### config.mk
export PLATFORM = sky130hd
export DESIGN_NAME = led_fade_module
export DESIGN_NICKNAME = d
export VERILOG_FILES = /design/src/rtl/led_fade_module.sv
export SDC_FILE = /design/constraint.sdc
export NUM_CORES = 1
export LEC_CHECK = 0
export BUFFER_PORTS_ARGS = -buffer_cell sky130_fd_sc_hd__buf_2
export CORE_MARGIN = 2
export CORE_UTILIZATION = 40
export CTS_BUF_LIST = sky130_fd_sc_hd__clkbuf_8 sky130_fd_sc_hd__clkbuf_16
export DETAILED_ROUTE_END_ITERATION = 6
export MAX_ROUTING_LAYER = met4
export PLACE_DENSITY_LB_ADDON = 0.3
export SLEW_MARGIN = 20
export SYNTH_ARGS = -nofsm -noshare
export SYNTH_HDL_FRONTEND = slang
export SYNTH_SLANG_ARGS = --single-unit
### constraint.sdc
create_clock -name CLK -period 2.37 [get_ports CLK]
set_input_delay 0.1185 -clock CLK [delete_from_list [all_inputs] [get_ports CLK]]
set_output_delay 0.1185 -clock CLK [all_outputs]
set_load 0.02 [all_outputs]
### src/rtl/led_fade_module.sv
// led_fade_module: ramps an LED between off and fully lit, following the
// on/off level from the blink stage. A 28-bit step counter paces the 8-bit
// duty ramp, and a free-running 8-bit counter turns the duty into PWM.
module led_fade_module #(
  parameter logic [27:0] STEP_CYCLES = 28'd195_312,
  parameter bit          ACTIVE_HIGH = 1'b1
) (
  input  logic       CLK,
  input  logic       RSTn,
  input  logic       LED_In,
  output logic       LED_Out,
  output logic [7:0] Duty_Out,
  output logic       Busy,
  output logic       Fade_Done
);

  typedef enum logic [1:0] {
    S_OFF       = 2'd0,
    S_RAMP_UP   = 2'd1,
    S_ON        = 2'd2,
    S_RAMP_DOWN = 2'd3
  } state_e;

  localparam logic [7:0] DUTY_MAX = 8'hFF;
  localparam logic [7:0] DUTY_MIN = 8'h00;

  state_e      state_q,     state_d;
  logic [7:0]  duty_q,      duty_d;
  logic [27:0] step_cnt_q,  step_cnt_d;
  logic [7:0]  pwm_cnt_q,   pwm_cnt_d;
  logic        r_in_q,      r_in_d;
  logic        lit_q,       lit_d;
  logic        busy_q,      busy_d;
  logic        fade_done_q, fade_done_d;

  logic step_tick;

  // A duty step is due once the counter has spent STEP_CYCLES cycles.
  assign step_tick = (step_cnt_q == (STEP_CYCLES - 28'd1));

  // Next-state, duty, step pacing and the registered status outputs.
  always_comb begin
    // NOTE: every variable gets a default before any branch, so no path
    // leaves it unassigned and no latch can be inferred.
    state_d     = state_q;
    duty_d      = duty_q;
    step_cnt_d  = 28'd0;
    fade_done_d = 1'b0;
    r_in_d      = LED_In;
    pwm_cnt_d   = pwm_cnt_q + 8'd1;
    lit_d       = (duty_q == DUTY_MAX) || (pwm_cnt_q < duty_q);

    unique case (state_q)
      S_OFF: begin
        if (r_in_q) state_d = S_RAMP_UP;
      end
      S_ON: begin
        if (!r_in_q) state_d = S_RAMP_DOWN;
      end
      S_RAMP_UP: begin
        // A reversal wins over a coincident step: duty holds, counter clears.
        if (!r_in_q) begin
          state_d = S_RAMP_DOWN;
        end else if (step_tick) begin
          duty_d = (duty_q == DUTY_MAX) ? DUTY_MAX : duty_q + 8'd1;
          if (duty_d == DUTY_MAX) begin
            state_d     = S_ON;
            fade_done_d = 1'b1;
          end
        end else begin
          step_cnt_d = step_cnt_q + 28'd1;
        end
      end
      S_RAMP_DOWN: begin
        if (r_in_q) begin
          state_d = S_RAMP_UP;
        end else if (step_tick) begin
          duty_d = (duty_q == DUTY_MIN) ? DUTY_MIN : duty_q - 8'd1;
          if (duty_d == DUTY_MIN) begin
            state_d     = S_OFF;
            fade_done_d = 1'b1;
          end
        end else begin
          step_cnt_d = step_cnt_q + 28'd1;
        end
      end
      default: state_d = S_OFF;
    endcase

    busy_d = (state_d == S_RAMP_UP) || (state_d == S_RAMP_DOWN);
  end

  // State and datapath registers; reset abandons any ramp in progress.
  always_ff @(posedge CLK or negedge RSTn) begin
    if (!RSTn) begin
      state_q     <= S_OFF;
      duty_q      <= DUTY_MIN;
      step_cnt_q  <= 28'd0;
      pwm_cnt_q   <= 8'd0;
      r_in_q      <= 1'b0;
      lit_q       <= 1'b0;
      busy_q      <= 1'b0;
      fade_done_q <= 1'b0;
    end else begin
      // NOTE: non-blocking assignments let every register sample the
      // pre-edge values, so the update order inside this block is irrelevant.
      state_q     <= state_d;
      duty_q      <= duty_d;
      step_cnt_q  <= step_cnt_d;
      pwm_cnt_q   <= pwm_cnt_d;
      r_in_q      <= r_in_d;
      lit_q       <= lit_d;
      busy_q      <= busy_d;
      fade_done_q <= fade_done_d;
    end
  end

  // Pin polarity; lit_q is 0 in reset, so the pin idles unlit either way.
  assign LED_Out   = ACTIVE_HIGH ? lit_q : ~lit_q;
  assign Duty_Out  = duty_q;
  assign Busy      = busy_q;
  assign Fade_Done = fade_done_q;

endmodule

# [After elaboration in Yosys (flattened, before gate mapping)]
# Index checks and enable logic that the tools add are counted.
[op_classes] addsub=4 order_cmp=1 n_eq_ne=12 n_mux=27 n_reduce_logical=7
[ops] cell="28-bit 2-to-1 mux" n=3
[ops] cell="28-bit one-hot mux with 2 select lines" n=1
[ops] cell="8-bit 2-to-1 mux" n=6
[ops] cell="28-bit by 1-bit adder with 28-bit output (second input constant)" n=1
[ops] cell="28-bit by 18-bit equality test with 1-bit output (second input constant)" n=1
[ops] cell="8-bit by 1-bit adder with 8-bit output (second input constant)" n=2
[ops] cell="8-bit equality test (second input constant)" n=2
[ops] cell="8-bit zero test" n=2
[ops] cell="2-bit 2-to-1 mux" n=8
[ops] cell="8-bit one-hot mux with 2 select lines" n=1
[ops] cell="8-bit less-than comparator" n=1
[ops] cell="2-bit != test (second input constant)" n=4
[ops] cell="2-bit one-hot mux with 4 select lines" n=1
[ops] cell="8-bit by 1-bit subtractor with 8-bit output (second input constant)" n=1
[ops] cell="2-bit equality test (second input constant)" n=3
[ops] cell="1-bit 2-to-1 mux" n=6
[ops] cell="5-bit AND reduction" n=1
[ops] cell="2-bit by 1-bit equality test with 1-bit output (second input constant)" n=2
[ops] cell="2-bit zero test" n=1
[ops] cell="1-bit logical OR" n=2
[ops] cell="1-bit one-hot mux with 2 select lines" n=1
[ops] cell="2-bit nonzero test" n=1
[totals] register_bits=50 input_bits=3 out_inout_bits=11 word_cells=59

# [Depth between registers and ports, before layout]
[logic_depth] word_depth=9 ltp_mapped=8 depth_no_buf=7

# [Least setup slack after synthesis]
# Ideal clock, no wire load.
[synth_timing] kind="reg2reg" start="reg duty_q[0], in the netlist Duty_Out[0]" end="reg state_q[0]" setup_ns=0.126 arrival_ns=1.953 required_ns=2.244 slack_ns=0.292 stages_incl_launch_ff=9 path_buffers=1 period_less_slack_ns=2.078 cell_sequence="dfrtp_1 -> buf_2 -> inv_1 -> ha_1 -> or2_2 -> a211oi_1 -> a31o_4 -> nand3_2 -> o311a_1"
[synth_via] elab_chain_len=7 word_cells_on_any_way=15 cone_classes="add/sub: 2; eq/ne: 2; mux: 9; reduce/logical: 2"
[synth_lines] item="start, declared" line_no="28" rtl="logic [7:0] duty_q, duty_d;"
[synth_lines] item="start signal, assigned" line_no="108" rtl="duty_q <= duty_d;"
[synth_lines] item="8-bit by 1-bit adder with 8-bit output, or another cell as far along" line_no="65" rtl="duty_d = (duty_q == DUTY_MAX) ? DUTY_MAX : duty_q + 8'd1;"
[synth_lines] item="8-bit 2-to-1 mux (on tied branches)" line_no="65, 78"
[synth_lines] item="8-bit equality test or 8-bit zero test (tied branches)" line_no="66, 79"
[synth_lines] item="2-bit 2-to-1 mux (on tied branches)" line_no="66, 79"
[synth_lines] item="2-bit 2-to-1 mux (on tied branches)" line_no="64, 77"
[synth_lines] item="2-bit 2-to-1 mux (on tied branches)" line_no="62, 75"
[synth_lines] item="2-bit one-hot mux with 4 select lines *" line_no="53" rtl="unique case (state_q)"
[synth_lines] item="end signal, assigned" line_no="107" rtl="state_q <= state_d;"
[synth_lines] item="end, declared" line_no="27" rtl="state_e state_q, state_d;"
# Every way passes the cells marked *; elsewhere a longest branch is shown, timed or not.
# A chain may end at the register's enable or synchronous reset.

# [Worst setup path after layout]
# Ends and elaborated chain as after synthesis.

==> impl_metrics.toml <==
[global_route]
largest_net_degree_at_the_start_of_global_routing = 29
grtUsageMet1_pct = 23.3
grt_busiest_layer = "met2"
grt_antenna_before_repair = 0
groute.usage.overall_pct = 16.9
met2_usage_pct = 25.8
met3_usage_pct = 2.26
first_global_vias = 2238
overflow = 0
first_pass_grt_wire_length_um = 11000

[route]
drt_pass1_iterations = 6
drt.antenna.violating_nets = 0
detail_route.wirelength_um = 6180
route.detailed.vias_per_inst = 5.39
overall_via_count_from_detail_route = 2298
drtIter0Drc = 108
avgRoutedWirePerCell_um = 14.5
route.detailed.drc = 0

[hold_path]
hold_path_class = "input pin to asynchronous set/reset pin"

[final_layout]
antennaDiodeCount = 0
finish.net_count = 340
fin_util_pct = 45.2
final_layout_size_suffix_gt1_share_pct = 13.1
areaGrowthSynthToFinish_pct = 10.1
layout.cell_area.non_filler_um2 = 3260

[sta]
worst-slew-pin-transition_ps = 604
relSlewSlack_pct = 58.7
timing.final.crit_share_pct = 87.2
whs_ps = 261
grt_setup_unrepaired = "false"
skew_ps = 12.0
timing.final.max_slew_violations = 0
finalWorstPathRequiredPeriod_ps = 2070
setup_tns_ps = 0
finalHoldViolations = 0
timing.fmax_mhz = 484
finalSetupViolCount = 0

[place]
place_congestion = 0.983
detailed_place.area_um2 = 3100
port-buffer-count = 13
hpwl_um = 4390

[logic_synthesis]
share_of_synthesized_area_occupied_by_flip_flops_and_latches_pct = 41.4
synth-simple-area-share_pct = 25.7
yosysWarningCount = 0
synth.mux.area_fraction_pct = 0.676
post_synthesis_compound_gate_area_fraction_pct = 11.7
netlist_area_um2 = 2960
number_of_enable_type_register_cells_in_the_synthesized_netlist = 0
synth_adder_area_share_pct = 4.65
dominant_combinational_cell_family_by_area_after_synthesis = "simple AND/OR/NAND/NOR gates"
synthArstFlopShare_pct = 100
ys.flop_type = "sky130_fd_sc_hd__dfrtp_1"
synth_xor_area_share_pct = 10.4
synth.ff_latch_count = 49
synth_cell_types = 56
syn-num-nets = 325
postSynthCellCount = 311
post_syn_area_per_cell_um2 = 9.52

[clocking]
cts_made_buffers = 5
post_cts_resized = 0
clock_tree.buffer_depth = 2
post_cts.repair.setup_buffers = 0
clock_insertion_delay_worst_skew_ps = 310
clock_tree.htree_level_count = 2
cts.reportedPaths.clkPinSlew_ps = 100
postCtsHoldBufs = 2
ctsRootBufferMaster = "sky130_fd_sc_hd__clkbuf_8"
cts.sink_count = 49
tritoncts = "yes"

[power_and_ir_drop]
power.leakage_nw = 1.36
powerDensity_nw_per_um2 = 508
peak_supply_drop_mv = 0.250

[critical_path]
critPathLaunch = "Duty_Out[0]$_DFFE_PN0P_"
r2r-start = "Duty_Out[0]$_DFFE_PN0P_"
timing.critical_path.from_type = "register"
endpoint_class_of_the_critical_path = "register"
worst_ep_arrival_time_ps = 2270
worst_ep_required_time_ps = 2570
critical_path.max_fanout = 10
worstSetupPathType = "register to register"

[floorplanning]
number_of_cell_rows = 31
floorplan.die_area_um2 = 8110
core_um2 = 7210
initial_core_util_pct = 41.1
ios = 14
die_w_um = 90.0
die_height_um = 90.0

[outcome]
run_status = "finished clean"

[job]
cap_viol_max_count = 0
[sequential cells by signal (all words and copies together), names as in the netlist]
name	count
Duty_Out	8
Fade_Done	1
LED_Out	1
pwm_cnt_q	8
r_in_q	1
state_q	2
step_cnt_q	28
[per-stage QoR]
| stage | worst slack, ps | std cells | power, mW |
|---|---|---|---|
| 5_1_grt | 162 | 426 | 1.72 |
| 4_1_cts | 306 | 426 | 1.68 |
| 2_1_floorplan | 292 | 311 | 0.915 |
| 3_5_place_dp | 328 | 416 | 0.943 |
| 6_report | 303 | 426 | 1.66 |
| 3_3_place_gp | 391 | 416 | 0.942 |
[per-layer routing]
| layer | share of wire, % | vias to the layer above |
|---|---|---|
| met2 | 47 | 51 |
| met5 | 0 | - |
| met3 | 4.1 | 15 |
| met4 | 1.7 | 0 |
| li1 | - | 1136 |
| met1 | 47 | 1096 |
[final timing paths]
kind                                            to  slack, ps  cells after the start
min in group CLK                  r_in_q$_DFF_PN0_        440                      2
min reg2reg                 pwm_cnt_q[7]$_DFF_PN0_        480                      1
max reg2reg                   state_q[0]$_DFF_PN0_        300                      7
min                            Fade_Done$_DFF_PN0_        260                      2
max                           state_q[0]$_DFF_PN0_        300                      7
max in group asynchronous  step_cnt_q[6]$_DFF_PN0_       1510                      3
[worst max-delay path: stages (launching register included)]
cell and delay, ps:
sky130_fd_sc_hd__dfrtp_1 520, sky130_fd_sc_hd__inv_1 80, sky130_fd_sc_hd__ha_1 260, sky130_fd_sc_hd__or2_2 310, sky130_fd_sc_hd__a211oi_1 250, sky130_fd_sc_hd__a31o_4 150, sky130_fd_sc_hd__nand3_2 80, sky130_fd_sc_hd__o311a_1 300
[cell usage after synthesis (all sizes together), types with 4 or more instances]
library cell	number	share of area, %
a211oi	4	1.0
a21oi	9	1.5
and3	6	1.3
and4	6	1.8
buf	14	3.7
dfrtp	49	41
ha	11	4.6
inv	13	1.6
nand2	19	2.4
nand3	15	2.7
nand4	12	2.7
nor2	39	5.5
nor3	15	2.9
nor4	9	2.1
o21ai	14	2.4
xnor2	27	8.0
xor2	8	2.4
[power by group]
part	switching, mW	internal (mW)	leakage [nW]	total (mW)
clock	0.303	0.425	0.0687	0.728
combinational	0.0504	0.0209	0.633	0.0713
sequential	0.0106	0.846	0.658	0.856
total	0.364	1.29	1.36	1.66
[placed cells by master, fill, tap and decap left out, types with 5 or more instances in the layout]
cell type / count
sky130_fd_sc_hd__dfrtp_1: 49
sky130_fd_sc_hd__buf_4: 9
sky130_fd_sc_hd__and3_1: 6
sky130_fd_sc_hd__ha_1: 11
sky130_fd_sc_hd__xor2_1: 8
sky130_fd_sc_hd__nor3_1: 14
sky130_fd_sc_hd__xnor2_1: 27
sky130_fd_sc_hd__and4_1: 6
sky130_fd_sc_hd__nand2_1: 19
sky130_fd_sc_hd__o21ai_0: 14
sky130_fd_sc_hd__clkbuf_8: 5
sky130_fd_sc_hd__nor2_1: 38
sky130_fd_sc_hd__nand3_1: 14
sky130_fd_sc_hd__nand4_1: 11
sky130_fd_sc_hd__a21oi_1: 9
sky130_fd_sc_hd__nor4_1: 8
sky130_fd_sc_hd__buf_2: 13
sky130_fd_sc_hd__inv_1: 13
[cell type report]
| type | instances | area [um2] |
|---|---|---|
| Clock buffer | 5 | 68.8 |
| Clock inverter | 3 | 68.8 |
| Fill cell | 699 | 3960 |
| Inverter | 13 | 48.8 |
| Multi-Input combinational cell | 233 | 1570 |
| Sequential cell | 49 | 1230 |
| Tap cell | 99 | 124 |
| Timing Repair Buffer | 24 | 153 |
[cell families (layout without fill, tap and decap cells)]
logic type	count (synthesis)	after routing
buffers and inverters	29	45
DFF	49	49
muxes	2	2
xor gates and xnor gates	35	35
adders and majority gates	11	11
and+or+nand+nor	137	137
AOI/OAI and AO/OA	48	48
Power figures use the tool's default switching activity.
